### config.mk
export PLATFORM = sky130hd
export DESIGN_NAME = crtc_mode_sequencer
export DESIGN_NICKNAME = d
export VERILOG_FILES = /design/src/rtl/crtc_seq_pkg.sv /design/src/rtl/crtc_mode_rom.sv /design/src/rtl/crtc_mode_sequencer.sv
export SDC_FILE = /design/constraint.sdc
export NUM_CORES = 1
export LEC_CHECK = 0
export ABC_AREA = 1
export BUFFER_PORTS_ARGS = -buffer_cell sky130_fd_sc_hd__buf_2
export CAP_MARGIN = 15
export CORE_MARGIN = 10
export CORE_UTILIZATION = 42
export DETAILED_ROUTE_END_ITERATION = 6
export PLACE_DENSITY = 0.71
export SLEW_MARGIN = 0
export SYNTH_ARGS = -nofsm -noshare
export SYNTH_HDL_FRONTEND = slang
export SYNTH_SLANG_ARGS = --single-unit
### constraint.sdc
create_clock -name CLOCK -period 1.8 [get_ports CLOCK]
set_clock_uncertainty 0.05 [all_clocks]
set_input_delay 0.27 -clock CLOCK [delete_from_list [all_inputs] [get_ports CLOCK]]
set_output_delay 0.27 -clock CLOCK [all_outputs]
set_load 0.01 [all_outputs]
### src/rtl/crtc_seq_pkg.sv
// crtc_seq_pkg: FSM state type, register count and the video-mode preset
// table shared by crtc_mode_sequencer and crtc_mode_rom.
package crtc_seq_pkg;

  typedef enum logic [2:0] {
    ST_IDLE    = 3'd0,
    ST_WAITVS  = 3'd1,
    ST_ADDR    = 3'd2,
    ST_DATA    = 3'd3,
    ST_RESTORE = 3'd4,
    ST_DONE    = 3'd5
  } seq_state_t;

  localparam int CRTC_NREGS = 16;

  // R0..R11 per preset; R12..R15 (start address and cursor) always load as 0.
  localparam logic [7:0] CRTC_PRESETS [8][CRTC_NREGS] = '{
    '{8'h38, 8'h28, 8'h2D, 8'h0A, 8'h1F, 8'h06, 8'h19, 8'h1C,
      8'h02, 8'h07, 8'h06, 8'h07, 8'h00, 8'h00, 8'h00, 8'h00},  // 40x25 text
    '{8'h71, 8'h50, 8'h5A, 8'h0A, 8'h1F, 8'h06, 8'h19, 8'h1C,
      8'h02, 8'h07, 8'h06, 8'h07, 8'h00, 8'h00, 8'h00, 8'h00},  // 80x25 text
    '{8'h38, 8'h28, 8'h2D, 8'h0A, 8'h7F, 8'h06, 8'h64, 8'h70,
      8'h02, 8'h01, 8'h06, 8'h07, 8'h00, 8'h00, 8'h00, 8'h00},  // 320/640 graphics
    '{8'h71, 8'h50, 8'h5A, 8'h0E, 8'h3F, 8'h06, 8'h32, 8'h38,
      8'h02, 8'h03, 8'h06, 8'h07, 8'h00, 8'h00, 8'h00, 8'h00},  // Tandy 16-colour
    '{8'h38, 8'h28, 8'h2D, 8'h0A, 8'h1F, 8'h06, 8'h19, 8'h1C,
      8'h02, 8'h07, 8'h06, 8'h07, 8'h00, 8'h00, 8'h00, 8'h00},  // 4..7 alias 40x25
    '{8'h38, 8'h28, 8'h2D, 8'h0A, 8'h1F, 8'h06, 8'h19, 8'h1C,
      8'h02, 8'h07, 8'h06, 8'h07, 8'h00, 8'h00, 8'h00, 8'h00},
    '{8'h38, 8'h28, 8'h2D, 8'h0A, 8'h1F, 8'h06, 8'h19, 8'h1C,
      8'h02, 8'h07, 8'h06, 8'h07, 8'h00, 8'h00, 8'h00, 8'h00},
    '{8'h38, 8'h28, 8'h2D, 8'h0A, 8'h1F, 8'h06, 8'h19, 8'h1C,
      8'h02, 8'h07, 8'h06, 8'h07, 8'h00, 8'h00, 8'h00, 8'h00}
  };

  function automatic logic [7:0] preset_byte(input logic [2:0] sel, input logic [3:0] idx);
    return CRTC_PRESETS[sel][idx];
  endfunction

endpackage

### src/rtl/crtc_mode_rom.sv
// crtc_mode_rom: combinational preset byte lookup by mode and register index.
module crtc_mode_rom
  import crtc_seq_pkg::*;
(
  input  logic [2:0] mode_sel,
  input  logic [3:0] idx,
  output logic [7:0] data
);

  // Pure table read; the sequencer holds mode_sel and idx stable per write.
  always_comb begin
    data = preset_byte(mode_sel, idx);
  end

endmodule

### src/rtl/crtc_mode_sequencer.sv
// crtc_mode_sequencer: loads UM6845R registers from a preset table and
// arbitrates the CRTC host port between the CPU and the sequencer.
// Optional feature macro: CRTC_SEQ_VSYNC_ALIGN_EN (start loading on a vsync rise).
//
// state   | meaning
// IDLE    | CPU owns the CRTC bus (pass-through), mode_req sampled
// WAITVS  | waiting for registered vsync rising edge (macro builds only)
// ADDR    | sequencer writes address register with idx
// DATA    | sequencer writes preset byte for idx
// RESTORE | sequencer rewrites the CPU's last-selected address
// DONE    | one-cycle done pulse, bus idle
module crtc_mode_sequencer
  import crtc_seq_pkg::*;
#(
  parameter int NUM_REGS    = CRTC_NREGS,
  parameter bit LOAD_CURSOR = 1'b1
) (
  input  logic       CLOCK,
  input  logic       nRESET,
  input  logic       mode_req,
  input  logic [2:0] mode_sel,
  output logic       busy,
  output logic       done,
  input  logic       vsync,
  input  logic       cpu_cs,
  input  logic       cpu_wr,
  input  logic       cpu_rs,
  input  logic [7:0] cpu_di,
  output logic [7:0] cpu_do,
  output logic       cpu_wait,
  output logic       crtc_en,
  output logic       crtc_ncs,
  output logic       crtc_rnw,
  output logic       crtc_rs,
  output logic [7:0] crtc_di,
  input  logic [7:0] crtc_do
);

  // With cursor loading off, R14/R15 sit at the top of the table, so skipping
  // them is the same as stopping after R13.
  localparam logic [3:0] LAST_IDX = (!LOAD_CURSOR && NUM_REGS > 14) ? 4'd13 : 4'(NUM_REGS - 1);

  seq_state_t state_q, state_d;
  logic [3:0] idx_q, idx_d;
  logic [2:0] sel_q, sel_d;
  logic [4:0] shadow_addr_q, shadow_addr_d;
  logic       busy_q, busy_d;
  logic       done_q, done_d;
  logic [7:0] rom_data;
  logic       vs_rise;

`ifdef CRTC_SEQ_VSYNC_ALIGN_EN
  localparam seq_state_t FIRST_STATE = ST_WAITVS;
  logic vsync_q, vs_rise_q;

  // Registered vsync edge detect; the FSM acts on it one cycle after the rise.
  always_ff @(posedge CLOCK) begin
    if (!nRESET) begin
      vsync_q   <= 1'b0;
      vs_rise_q <= 1'b0;
    end else begin
      vsync_q   <= vsync;
      vs_rise_q <= vsync & ~vsync_q;
    end
  end
  assign vs_rise = vs_rise_q;
`else
  localparam seq_state_t FIRST_STATE = ST_ADDR;
  logic unused_vsync;
  assign unused_vsync = vsync;
  assign vs_rise      = 1'b0;
`endif

  crtc_mode_rom u_rom (
    .mode_sel (sel_q),
    .idx      (idx_q),
    .data     (rom_data)
  );

  // Next-state and register-update logic for the sequencer.
  always_comb begin
    state_d       = state_q;
    idx_d         = idx_q;
    sel_d         = sel_q;
    shadow_addr_d = shadow_addr_q;
    busy_d        = busy_q;
    done_d        = 1'b0;
    case (state_q)
      ST_IDLE: begin
        if (cpu_cs && cpu_wr && !cpu_rs) shadow_addr_d = cpu_di[4:0];
        if (mode_req) begin
          sel_d   = mode_sel;
          idx_d   = 4'd0;
          busy_d  = 1'b1;
          state_d = FIRST_STATE;
        end
      end
      ST_WAITVS: begin
        if (vs_rise) state_d = ST_ADDR;
      end
      ST_ADDR: begin
        state_d = ST_DATA;
      end
      ST_DATA: begin
        idx_d   = idx_q + 4'd1;
        state_d = (idx_q == LAST_IDX) ? ST_RESTORE : ST_ADDR;
      end
      ST_RESTORE: begin
        busy_d  = 1'b0;
        done_d  = 1'b1;
        state_d = ST_DONE;
      end
      ST_DONE: begin
        state_d = ST_IDLE;
      end
      default: begin
        busy_d  = 1'b0;
        state_d = ST_IDLE;
      end
    endcase
  end

  // State and output registers, synchronous active-low reset.
  always_ff @(posedge CLOCK) begin
    if (!nRESET) begin
      state_q       <= ST_IDLE;
      idx_q         <= 4'd0;
      sel_q         <= 3'd0;
      shadow_addr_q <= 5'd0;
      busy_q        <= 1'b0;
      done_q        <= 1'b0;
    end else begin
      state_q       <= state_d;
      idx_q         <= idx_d;
      sel_q         <= sel_d;
      shadow_addr_q <= shadow_addr_d;
      busy_q        <= busy_d;
      done_q        <= done_d;
    end
  end

  // CRTC bus mux: CPU pass-through in IDLE, sequencer writes otherwise.
  always_comb begin
    crtc_en  = 1'b0;
    crtc_ncs = 1'b1;
    crtc_rnw = 1'b1;
    crtc_rs  = 1'b0;
    crtc_di  = 8'h00;
    case (state_q)
      ST_IDLE: begin
        crtc_en  = cpu_cs;
        crtc_ncs = ~cpu_cs;
        crtc_rnw = ~cpu_wr;
        crtc_rs  = cpu_rs;
        crtc_di  = cpu_di;
      end
      ST_ADDR: begin
        crtc_en  = 1'b1;
        crtc_ncs = 1'b0;
        crtc_rnw = 1'b0;
        crtc_di  = {4'b0000, idx_q};
      end
      ST_DATA: begin
        crtc_en  = 1'b1;
        crtc_ncs = 1'b0;
        crtc_rnw = 1'b0;
        crtc_rs  = 1'b1;
        crtc_di  = rom_data;
      end
      ST_RESTORE: begin
        crtc_en  = 1'b1;
        crtc_ncs = 1'b0;
        crtc_rnw = 1'b0;
        crtc_di  = {3'b000, shadow_addr_q};
      end
      default: begin
        crtc_en  = 1'b0;
      end
    endcase
  end

  // CPU sees real read data only while it owns the bus.
  always_comb begin
    cpu_do   = (state_q == ST_IDLE && cpu_cs) ? crtc_do : 8'hFF;
    cpu_wait = busy_q & cpu_cs;
  end

  assign busy = busy_q;
  assign done = done_q;

endmodule

==> results of run 1 <==
cell usage after synthesis (3+ instances only):
master / count
nand2_2: 3
nand2_4: 3
o21ai_0: 26
dfxtp_1: 17
nand3_1: 12
nand2_1: 48
or2_2: 9
inv_1: 20
o211ai_1: 3
nor2_1: 23
a21oi_1: 15
inv_2: 5
cell families after synthesis:
kind of cell	share of synthesized area
adder cells (fa/ha/maj)	0.01003
flip-flops	0.2728
AO/OA/AOI/OAI	0.2136
buffers and inverters	0.09527
AND/OR/NAND/NOR	0.4082
flip-flops by register name (all words and copies together) (netlist names):
signal	cells
busy	1
done	1
idx_q	4
sel_q	3
shadow_addr_q	5
state_q	3
final timing paths:
| check | start | endpoint | slack (ns) | cells past startpoint |
|---|---|---|---|---|
| hold / removal | cpu_di[2] | shadow_addr_q[2]$_SDFFE_PN0P_ | 0.16 | 3 |
| hold reg to reg | busy$_SDFFE_PN0P_ | busy$_SDFFE_PN0P_ | 0.43 | 2 |
| setup reg to reg | state_q[0]$_SDFFE_PN0P_ | shadow_addr_q[3]$_SDFFE_PN0P_ | 0.28 | 10 |
| setup / recovery | state_q[0]$_SDFFE_PN0P_ | crtc_di[4] | -0.02 | 8 |
metrics by stage:
stage / setup TNS [ns] / instance area, um2
floorplan: 0 / 1247
global route: -0.7956 / 1800
finish: -0.02306 / 1800
global placement: 0 / 1526
CTS: -0.002305 / 1650
detailed placement: 0 / 1526
worst max-delay path: cells and delay by family, from the launching register on:
| kind | cells | cell delay (ns) |
|---|---|---|
| AO/OA/AOI/OAI | 2 | 0.24 |
| buffers and inverters | 3 | 0.33 |
| flip-flops | 1 | 0.37 |
| AND/OR/NAND/NOR | 3 | 0.27 |
layout make-up:
| cell class | count | area, um2 | share of cell area |
|---|---|---|---|
| Timing Repair Buffer | 66 | 417.9 | 0.2321 |
| Clock inverter | 1 | 5.005 | 0.002780 |
| Multi-Input combinational cell | 154 | 858.3 | 0.4767 |
| Clock buffer | 3 | 22.52 | 0.01251 |
| Tap cell | 31 | 38.79 | 0.02154 |
| Inverter | 25 | 101.3 | 0.05629 |
| Sequential cell | 17 | 356.6 | 0.1981 |
layer usage:
| layer | global-route usage | vias to the layer above |
|---|---|---|
| li1 | - | 787 |
| met1 | 0.1505 | 657 |
| met2 | 0.2344 | 28 |
| met3 | 0.03723 | 2 |
| met4 | 0.03782 | 0 |
| met5 | 0 | - |
report_power, final:
group / internal, mW / total, mW / switching (mW)
Clock: 0.0829 / 0.213 / 0.130
Combinational: 0.275 / 0.609 / 0.334
Sequential: 0.407 / 0.436 / 0.0295
timing repair:
item | 4_1_cts | 5_1_grt
setup endpoints to repair | 20 | 19
pin swaps | 8 | 8
buffers inserted | 7 | 8
gates resized for setup | 18 | 42
==> results.txt, run 1 <==
----------------------------------------------------
[CTS]
  Number of buffers inserted by hold repair at cts ... 0
  Clock tree buffer depth ... 2
  Clock-pin slew on the worst setup and hold paths ... 0.11 ns
  Clock tree from TritonCTS ... built
  Number of H-tree levels ... 1
  Clock latency on the worst-skew pair ... 0.30 ns
  Number of buffers inserted during clock tree synthesis ... 3
  Clock root buffer master ... clkbuf_4
  Clock sinks ... 17

[Worst setup path]
  Maximum single-stage delay on the critical path ... 0.37 ns
  Worst-path fanout max ... 6
  Element type at the critical path end ... output port
  Launching element type of the critical path ... flop
  Critical path, cell by cell ... inv_2, buf_6, nor2_8, nand2_4, a21oi_2, nand2_1, o21bai_1, buf_2
  Critical path arrival ... 1.50 ns
  Critical Setup Path Class ... reg -> out
  Critical Path RT ... 1.48 ns
  Slowest library cell on the worst path ... dfxtp_2

[Detailed routing]
  Post-route DRC violation count ... 0
  Total length of routed met3 wires ... 205 um
  Detailed-route wire length on metal 1 ... 1.580 mm
  Total length of routed wires ... 3.812 mm
  Average wire per standard cell ... 12.84 um
  Number of vias in the routed layout ... 1474
  Number of vias per cell after detailed routing ... 4.963
  First-pass DRT Iterations ... 4
  Count of routing violations after the opening detailed-route iteration ... 96
  Metal2 WL ... 2.008 mm
  Detail Route Antenna Nets ... 0
  Uppermost layer routed ... met4

[Timing]
  Measured slew at the worst slew-check pin ... 0.2439 ns
  Min cycle time layout ... 1.823 ns
  Max frequency ... 548.5 MHz
  Final worst slack ... -0.02306 ns
  Share of the clock period used by the worst path after layout ... 1.013
  Worst-case headroom to the max-slew limit ... 0.8372
  Unrepaired setup endpoints after global routing ... true
  Setup violations, final ... 1
  Hold Vio Cnt, Final ... 0
  Final Hold Slack ... 0.1627 ns
  Count of pins over their slew limit ... 0

[Synthesis]
  Synthesis-stage register bit count ... 17
  Net Count, Synth ... 227
  Number of enable flip-flop cells after synthesis ... 0
  Share of async-settable or async-resettable flops after synthesis ... 0
  Number of distinct library cell variants in the gate-level netlist after synthesis ... 28
  Most used flip-flop cell after synthesis ... dfxtp_1
  Area share of the leading cell type in the synthesized netlist ... 0.2728
  Sequential-to-total area share from yosys stat ... 0.2728
  Largest cells by area after synthesis ... dfxtp_1, nand2_1, o21ai_0, nor2_1, a21oi_1
  Synthesis Warnings ... 0
  Netlist area before placement ... 1247 um2
  Avg Synthesized Cell Area ... 6.237 um2
  Cell type with the largest total area after synthesis ... dfxtp_1
  Number of instances in the synthesized netlist ... 200

[Power]
  Total power per unit cell area ... 699.2 nW/um2
  Final Total Pwr ... 1.259 mW
  Largest voltage drop on the vdd net ... 0.4398 mV
  Leakage power summed over all cells ... 0.9099 nW

[Placed design]
  Detailed placer's ending HPWL ... 2.840 mm
  Final Wtd Congestion ... 0.8800
  Worst slack, placed ... 0.2156 ns
  Cell count after placement ... 278
  I/O Buffers ... 47

[Layout]
  Total inserted antenna cells ... 0
  Commonest non-fill, non-tap cell in the layout ... nand2_1
  Most frequent cells in the layout ... nand2_1, buf_2, nor2_1
  Number of non-filler instances in the completed layout ... 297
  Fill cell total of the finished layout ... 262
  Layout Nets ... 294
  Final core area utilization ... 0.6418
  Fraction of layout instances using a drive strength above 1 ... 0.4662
  Synthesis-to-layout area growth ... 44.33%

[Job]
  Number of max-cap violations ... 0

[Worst hold path]
  Type of the worst min-delay path ... in -> reg

[GRT]
  Overall fraction of global-route tracks in use ... 0.1321
  Pin count of the biggest net entering global routing ... 13
  Overflow after GRT ... 0
  Number of global-route vias before repair ... 1373
  First-pass GRT wire length ... 5.996 mm
  Antenna violations before repair ... 0

[Floorplan]
  Count of standard-cell rows ... 19
  DIE WIDTH ... 74.50 um
  Die boundary height ... 74.50 um
  Effective utilization at floorplan ... 0.4447
  Core Box Area ... 2805 um2
  Area of the die ... 5550 um2
  I/O pin count ... 49

[Status]
  Status ... complete, but fails checks
  Violated checks ... setup timing

----------------------------------------------------
Power figures use the tool's default switching activity.
==> run 2: changes to the inputs <==
Settings changed: CORE_MARGIN 10 to default, PLACE_DENSITY 0.71 to 0.79.
==> run 2 against run 1 <==
The flow still finishes with violations (setup timing); highest routed layer unchanged; flip-flop and latch count unchanged; clock power increased by 7%; non-clock buffer count increased by 2; cell count increased by 1.0%; cell area increased by 5.5%; power increased by 8.8%; setup slack got worse by 0.044 ns; first-iteration DRC count decreased by 34%; hold slack got worse by 0.019 ns.
==> results.txt, run 2 (synthesis gave the netlist of run 1 again) <==
----------------------------------------------------
[Timing]
  Measured slew at the worst slew-check pin ... 0.3808 ns (+0.1369 ns)
  Final worst slack ... -0.06730 ns (-0.04424 ns)
  Hold Vio Cnt, Final ... 0 (unchanged)
  Final Hold Slack ... 0.1432 ns (-0.01947 ns)
  Setup violations, final ... 12 (+11)
  Count of pins over their slew limit ... 0 (unchanged)
  Worst-case headroom to the max-slew limit ... 0.7434 (-0.09376)
  Sum of negative setup slack ... -0.4444 ns (-0.4213 ns)
  Share of the clock period used by the worst path after layout ... 1.037 (+0.02458)
  Max frequency ... 535.5 MHz (-2.4%)
  Unrepaired setup endpoints after global routing ... true
  Min cycle time layout ... 1.867 ns (+0.04424 ns)

[Detailed routing]
  Average wire per standard cell ... 14.63 um (+14%)
  First-pass DRT Iterations ... 5 (+1)
  Number of vias per cell after detailed routing ... 5.453 (+9.9%)
  Count of routing violations after the opening detailed-route iteration ... 63 (-34%)
  Total length of routed wires ... 4.388 mm (+15%)
  Number of vias in the routed layout ... 1636 (+11%)
  Post-route DRC violation count ... 0 (unchanged)
  Detail Route Antenna Nets ... 0 (unchanged)

[Worst hold path]
  Worst Hold Path Cells ... 3 (unchanged)
  Start point of the worst hold path ... cpu_di[4]
  Endpoint of the worst hold path ... shadow_addr_q[4]$_SDFFE_PN0P_
  Type of the worst min-delay path ... in -> reg

[Power]
  Largest voltage drop on the vdd net ... 0.5654 mV (+29%)
  Leakage power summed over all cells ... 0.9474 nW (+4.1%)
  Final Total Pwr ... 1.369 mW (+8.8%)
  Total power per unit cell area ... 720.8 nW/um2 (+3.1%)

[CTS]
  Clock tree from TritonCTS ... built
  Clock root buffer master ... clkbuf_4
  Number of buffers inserted by hold repair at cts ... 0 (unchanged)
  Number of buffers inserted during clock tree synthesis ... 3 (unchanged)
  Clock latency on the worst-skew pair ... 0.30 ns (about the same)
  Clock-pin slew on the worst setup and hold paths ... 0.12 ns (about the same)
  Number of H-tree levels ... 1 (unchanged)
  Clock tree buffer depth ... 2 (unchanged)
  Clock sinks ... 17 (unchanged)

[Layout]
  Most frequent cells in the layout ... nand2_1, buf_2, nor2_1
  Flip-flop count of the largest register, all copies and words added ... 5 (unchanged)
  Synthesis-to-layout area growth ... 52.26%
  Largest registers in the final layout ... shadow_addr_q x5, idx_q x4
  Total inserted antenna cells ... 0 (unchanged)
  Fraction of layout instances using a drive strength above 1 ... 0.4758 (+0.009671)
  Final core area utilization ... 0.6829 (+0.04102)
  Layout Nets ... 297 (+1.0%)
  Top register by number of flip-flops ... shadow_addr_q
  Fill cell total of the finished layout ... 217 (-17%)
  Number of non-filler instances in the completed layout ... 300 (+1.0%)
  Summed area of non-filler cells in the final layout ... 1899 um2 (+5.5%)
  Commonest non-fill, non-tap cell in the layout ... nand2_1

[Placed design]
  Final Wtd Congestion ... 0.8910 (+1.3%)
  Worst slack, placed ... 0.1906 ns (-0.02507 ns)
  Detailed placer's ending HPWL ... 2.524 mm (-11%)
  Cell count after placement ... 278 (unchanged)
  Cell area after placement ... 1526 um2 (unchanged)
  I/O Buffers ... 47 (unchanged)

[GRT]
  Overflow after GRT ... 0 (unchanged)
  Number of global-route vias before repair ... 1359 (-1.0%)
  Pin count of the biggest net entering global routing ... 13 (unchanged)
  First-pass GRT wire length ... 5.782 mm (-3.6%)
  Antenna violations before repair ... 0 (unchanged)
  Overall fraction of global-route tracks in use ... 0.2280 (+0.09585)

[Worst setup path]
  Critical Setup Path Class ... reg -> out
  Element type at the critical path end ... output port
  Critical path arrival ... 1.55 ns (+0.05 ns)
  Critical Path RT ... 1.48 ns (about the same)
  Reg2reg start ... state_q[2]$_SDFFE_PN0P_
  Terminus of the critical flop-to-flop path ... shadow_addr_q[0]$_SDFFE_PN0P_
  Reg-to-reg slack, setup ... 0.30 ns (+0.02 ns)
  Number of cells on the worst reg-to-reg path ... 8 (-2)
  Worst-path fanout max ... 5 (-1)
  Launching element type of the critical path ... flop

[Floorplan]
  DIE WIDTH ... 56.50 um (-24%)
  Count of standard-cell rows ... 19 (unchanged)
  Effective utilization at floorplan ... 0.4485 (+0.003801)
  I/O pin count ... 49 (unchanged)
  Die boundary height ... 56.50 um (-24%)
  Core Box Area ... 2781 um2 (-0.85%)
  Area of the die ... 3192 um2 (-42%)

[Status]
  Violated checks ... setup timing
  Status ... complete, but fails checks

[Job]
  Number of max-cap violations ... 0 (unchanged)

----------------------------------------------------
run 2: routing by layer:
metal	vias to the layer above	track usage	part of all wire
met5	-	0	0
met1	738	0.2786	0.38
met3	24	0.05530	0.058
li1	789	-	-
met2	85	0.3882	0.50
met4	0	0.07666	0.063
run 2: layout make-up:
class	instances	area [um2]	share of cell area
well taps	31	38.79	0.02042
flip-flops and latches	17	356.6	0.1877
multi-input cells	155	907.1	0.4776
inverters	25	106.4	0.05599
clock inverters	1	7.507	0.003953
clock buffers	3	22.52	0.01186
repair buffers	68	460.4	0.2424
run 2: report_power, final:
group          total [mW]  internal [mW]  switching (mW)  leakage (nW)
clock               0.228         0.0847           0.143        0.0139
combinational       0.703          0.316           0.387         0.790
sequential          0.438          0.407          0.0315         0.143
total                1.37          0.808           0.561         0.947
run 2: timing repair:
action / 4_1_cts / 5_1_grt
pin swaps: 4 / 11
cloned: 0 / 1
endpoints found under the setup margin: 20 / 19
hold endpoints to repair: 0 / 0
setup buffers: 8 / 9
gates resized for setup: 23 / 50
run 2: worst max path at each step:
stage | start | end | slack [ns] | cells past startpoint
2_1_floorplan | state_q[0]$_SDFFE_PN0P_ | crtc_rnw | 0.35 | 6
3_3_place_gp | state_q[0]$_SDFFE_PN0P_ | crtc_di[0] | 0.23 | 9
3_5_place_dp | sel_q[1]$_SDFFE_PN0P_ | crtc_di[6] | 0.19 | 7
4_1_cts | sel_q[1]$_SDFFE_PN0P_ | crtc_di[6] | -0.02 | 7
5_1_grt | state_q[0]$_SDFFE_PN0P_ | crtc_di[4] | -0.15 | 8
6_report | state_q[2]$_SDFFE_PN0P_ | cpu_do[3] | -0.07 | 7
run 2: worst max-delay path, cell delays in order (launching register included):
cell and delay [ns]:
dfxtp_2 0.36, inv_4 0.08, nand2_4 0.06, nor2_4 0.15, buf_4 0.15, nand2_4 0.07
or2_4 0.25, buf_6 0.12
==> run 3: changes to the inputs <==
Settings changed: ABC_AREA 1 to default, PLACE_DENSITY 0.79 to 0.78.
==> run 3 against run 2 <==
The run ends with DRC, setup timing left; power down 17%; cell area rose by 2.6%; global-route usage increased by 1.8 points; sequential share of layout area up 0.22 points; die area increased by 4.8%; combinational power is 30% lower; clock power decreased by 3%; synthesized area up 5.0%; clock-buffer cell count increased by 1; first-iteration DRC count rose by 140%.
==> results.txt, run 3 <==
----------------------------------------------------
[Synthesis]
  Synthesis Warnings ... 0 (unchanged)
  Cell types with the highest counts after synthesis ... nand2_1, dfxtp_1, a21oi_1, nor2_1, o21ai_0
  Largest cells by area after synthesis ... dfxtp_1, mux2i_1, nand2_1, a21oi_1, o21ai_0
  Synthesis-stage register bit count ... 17 (unchanged)
  Most used flip-flop cell after synthesis ... dfxtp_1
  Sequential-to-total area share from yosys stat ... 0.2598 (-0.01303)
  Avg Synthesized Cell Area ... 7.360 um2 (+18%)
  Number of instances in the synthesized netlist ... 178 (-11%)
  Share of async-settable or async-resettable flops after synthesis ... 0 (unchanged)
  Net Count, Synth ... 205 (-9.7%)
  Number of distinct library cell variants in the gate-level netlist after synthesis ... 43 (+54%)
  Area share of the leading cell type in the synthesized netlist ... 0.2598 (-0.01303)
  Number of enable flip-flop cells after synthesis ... 0 (unchanged)
  Netlist area before placement ... 1310 um2 (+5.0%)
  Cell type with the largest total area after synthesis ... dfxtp_1
  Most numerous cell in the Yosys netlist ... nand2_1

[Worst setup path]
  Critical path arrival ... 1.71 ns (+0.16 ns)
  Worst-path fanout max ... 6 (+1)
  Critical Path RT ... 1.48 ns (about the same)
  Terminus of the critical flop-to-flop path ... idx_q[2]$_SDFFE_PN0P_
  Crit path buffers/inverters ... 3 (unchanged)
  Launching element type of the critical path ... flop
  Element type at the critical path end ... output port
  Reg-to-reg slack, setup ... 0.15 ns (-0.15 ns)
  Most common cell type on the critical path ... buf_6
  Slowest library cell on the worst path ... nor4_1
  Number of cells on the worst reg-to-reg path ... 5 (-3)
  Reg2reg start ... state_q[0]$_SDFFE_PN0P_
  Critical path, cell by cell ... buf_6, buf_6, nor4_1, o31ai_1, o21ai_1, buf_2
  Dominant delay contributor by cell family on the critical path ... buffers and inverters
  Critical Setup Path Class ... reg -> out
  Maximum single-stage delay on the critical path ... 0.37 ns (about the same)

[Timing]
  Final Hold Slack ... 0.1535 ns (+0.01026 ns)
  Unrepaired setup endpoints after global routing ... true
  Share of the clock period used by the worst path after layout ... 1.129 (+0.09120)
  Setup violations, final ... 17 (+5)
  Measured slew at the worst slew-check pin ... 0.3717 ns (-0.009158 ns)
  Hold Vio Cnt, Final ... 0 (unchanged)
  Max frequency ... 492.3 MHz (-8.1%)
  Min cycle time layout ... 2.031 ns (+0.1642 ns)
  Count of pins over their slew limit ... 0 (unchanged)
  Final worst slack ... -0.2315 ns (-0.1642 ns)
  Worst-case headroom to the max-slew limit ... 0.7499 (+0.006503)

[Layout]
  Final core area utilization ... 0.6833 (about the same)
  Synthesis-to-layout area growth ... 48.81%
  Flip-flop count of the largest register, all copies and words added ... 5 (unchanged)
  Layout Nets ... 268 (-9.8%)
  Fraction of layout instances using a drive strength above 1 ... 0.4750 (-0.0008364)
  Commonest non-fill, non-tap cell in the layout ... buf_2
  Top register by number of flip-flops ... shadow_addr_q
  Total inserted antenna cells ... 0 (unchanged)
  Largest registers in the final layout ... shadow_addr_q x5, idx_q x4
  Most frequent cells in the layout ... buf_2, buf_4, nand2_1
  Summed area of non-filler cells in the final layout ... 1949 um2 (+2.6%)
  Number of non-filler instances in the completed layout ... 271 (-9.7%)

[Detailed routing]
  Number of vias per cell after detailed routing ... 5.845 (+7.2%)
  Count of routing violations after the opening detailed-route iteration ... 151 (+140%)
  First-pass DRT Iterations ... 6 (+1)
  Total length of routed wires ... 4.122 mm (-6.1%)
  Average wire per standard cell ... 15.21 um (+4.0%)
  Number of vias in the routed layout ... 1584 (-3.2%)
  Post-route DRC violation count ... 3 (+3)
  Detail Route Antenna Nets ... 0 (unchanged)

[CTS]
  Clock tree from TritonCTS ... built
  Number of buffers inserted by hold repair at cts ... 0 (unchanged)
  Number of H-tree levels ... 1 (unchanged)
  Clock sinks ... 17 (unchanged)
  Clock-pin slew on the worst setup and hold paths ... 0.12 ns (about the same)
  Clock root buffer master ... clkbuf_4
  Clock latency on the worst-skew pair ... 0.31 ns (about the same)
  Number of buffers inserted during clock tree synthesis ... 3 (unchanged)
  Clock tree buffer depth ... 2 (unchanged)

[Floorplan]
  Core Box Area ... 2853 um2 (+2.6%)
  Effective utilization at floorplan ... 0.4592 (+0.01072)
  Area of the die ... 3347 um2 (+4.8%)
  DIE WIDTH ... 57.85 um (+2.4%)
  Count of standard-cell rows ... 19 (unchanged)
  Die boundary height ... 57.85 um (+2.4%)
  I/O pin count ... 49 (unchanged)

[Power]
  Cell-internal power ... 0.7346 mW (-9.1%)
  Reg power frac ... 0.376 (+0.056)
  Share of total power in the clock network ... 0.194 (+0.028)
  Share of total power consumed by net switching ... 0.3573 (-0.05247)
  Total power per unit cell area ... 586.4 nW/um2 (-19%)
  Reported net switching power ... 0.4084 mW (-27%)
  Largest voltage drop on the vdd net ... 0.3881 mV (-31%)
  Share of total power in combinational logic ... 0.430 (-0.083)
  Leakage power summed over all cells ... 0.8891 nW (-6.2%)

[Status]
  Violated checks ... DRC, setup timing
  Status ... complete, but fails checks

[GRT]
  Overall fraction of global-route tracks in use ... 0.2460 (+0.01803)
  First-pass GRT wire length ... 6.265 mm (+8.4%)
  Number of global-route vias before repair ... 1472 (+8.3%)
  Overflow after GRT ... 0 (unchanged)
  Antenna violations before repair ... 0 (unchanged)
  Pin count of the biggest net entering global routing ... 18 (+5)

[Worst hold path]
  Type of the worst min-delay path ... in -> reg
  Start point of the worst hold path ... mode_sel[2]
  Endpoint of the worst hold path ... sel_q[2]$_SDFFE_PN0P_
  Worst Hold Path Cells ... 3 (unchanged)

[Placed design]
  Final Wtd Congestion ... 0.8692 (-2.4%)
  Cell count after placement ... 257 (-7.6%)
  I/O Buffers ... 47 (unchanged)
  Cell area after placement ... 1628 um2 (+6.6%)
  Detailed placer's ending HPWL ... 2.556 mm (+1.3%)

[Job]
  Number of max-cap violations ... 0 (unchanged)

----------------------------------------------------
run 3: cell count changes in the layout (fill, tap and decap cells not counted), moves of 6 or more:
| cell | delta |
|---|---|
| nor2b_1 | +8 |
| nor2_1 | -9 |
| inv_1 | -8 |
| o21ai_0 | -9 |
| inv_2 | -7 |
| mux2i_1 | +8 |
| nand2_4 | -6 |
| nand2_1 | -25 |
run 3: worst max-delay path by stage:
| stage | start | to | slack [ns] | cells past startpoint |
|---|---|---|---|---|
| finish | idx_q[2]$_SDFFE_PN0P_ | crtc_di[2] | -0.23 | 6 |
| global route | sel_q[2]$_SDFFE_PN0P_ | crtc_di[2] | -0.32 | 6 |
| CTS | idx_q[2]$_SDFFE_PN0P_ | crtc_di[4] | -0.12 | 5 |
| detailed placement | state_q[0]$_SDFFE_PN0P_ | shadow_addr_q[2]$_SDFFE_PN0P_ | 0.02 | 6 |
| global placement | state_q[0]$_SDFFE_PN0P_ | shadow_addr_q[2]$_SDFFE_PN0P_ | 0.07 | 6 |
| floorplan | sel_q[2]$_SDFFE_PN0P_ | crtc_di[4] | 0.11 | 5 |
run 3: logic make-up after synthesis:
logic type / Yosys count / synth area share
compound gates: 53 / 0.2560
xor+xnor: 1 / 0.006687
fa+ha+maj: 1 / 0.009550
buf+inv: 20 / 0.06972
flops: 17 / 0.2598
mux: 11 / 0.08692
simple gates: 75 / 0.3114
run 3: routing by layer:
metal  part of all wire  track usage  wire length [um]  vias up
li1                   -            -                 -      751
met1               0.42       0.2914              1721      729
met2               0.49       0.4204              2002       84
met3              0.060      0.05357               246       20
met4              0.036       0.1190               150        0
met5                  0            0                 0        -
run 3: stage by stage:
step | total power, mW | setup slack (ns) | setup TNS, ns
2_1_floorplan | 0.6612 | 0.1130 | 0
3_3_place_gp | 0.8092 | 0.06800 | 0
3_5_place_dp | 0.8157 | 0.01915 | 0
4_1_cts | 1.098 | -0.1191 | -0.6481
5_1_grt | 1.204 | -0.3178 | -2.177
6_report | 1.143 | -0.2315 | -1.295
run 3: final cells by class:
cell class | count | area, um2
clock buffers | 4 | 26.28
multi-input cells | 141 | 970.9
fillers | 226 | 903.4
flip-flops and latches | 17 | 370.4
inverters | 6 | 22.52
repair buffers | 72 | 520.5
well taps | 31 | 38.79
run 3: power groups by stage:
stage / Sequential [mW] / Clock [mW] / Combinational (mW)
global route: 0.432 / 0.246 / 0.526
global placement: 0.436 / 0 / 0.373
detailed placement: 0.437 / 0 / 0.379
finish: 0.429 / 0.222 / 0.492
floorplan: 0.418 / 0 / 0.243
CTS: 0.431 / 0.217 / 0.450
run 3: worst register-to-register path: cells and delay by family, from the launching register on:
kind	cells	cell delay [ns]
simple gates	3	0.90
flops	1	0.39
buf+inv	1	0.15
compound gates	1	0.09
run 3: what timing repair did:
action / 4_1_cts / 5_1_grt
gates resized for setup: 53 / 13
setup endpoints to repair: 17 / 22
pin swaps: 13 / 4
setup buffers: 6 / 5
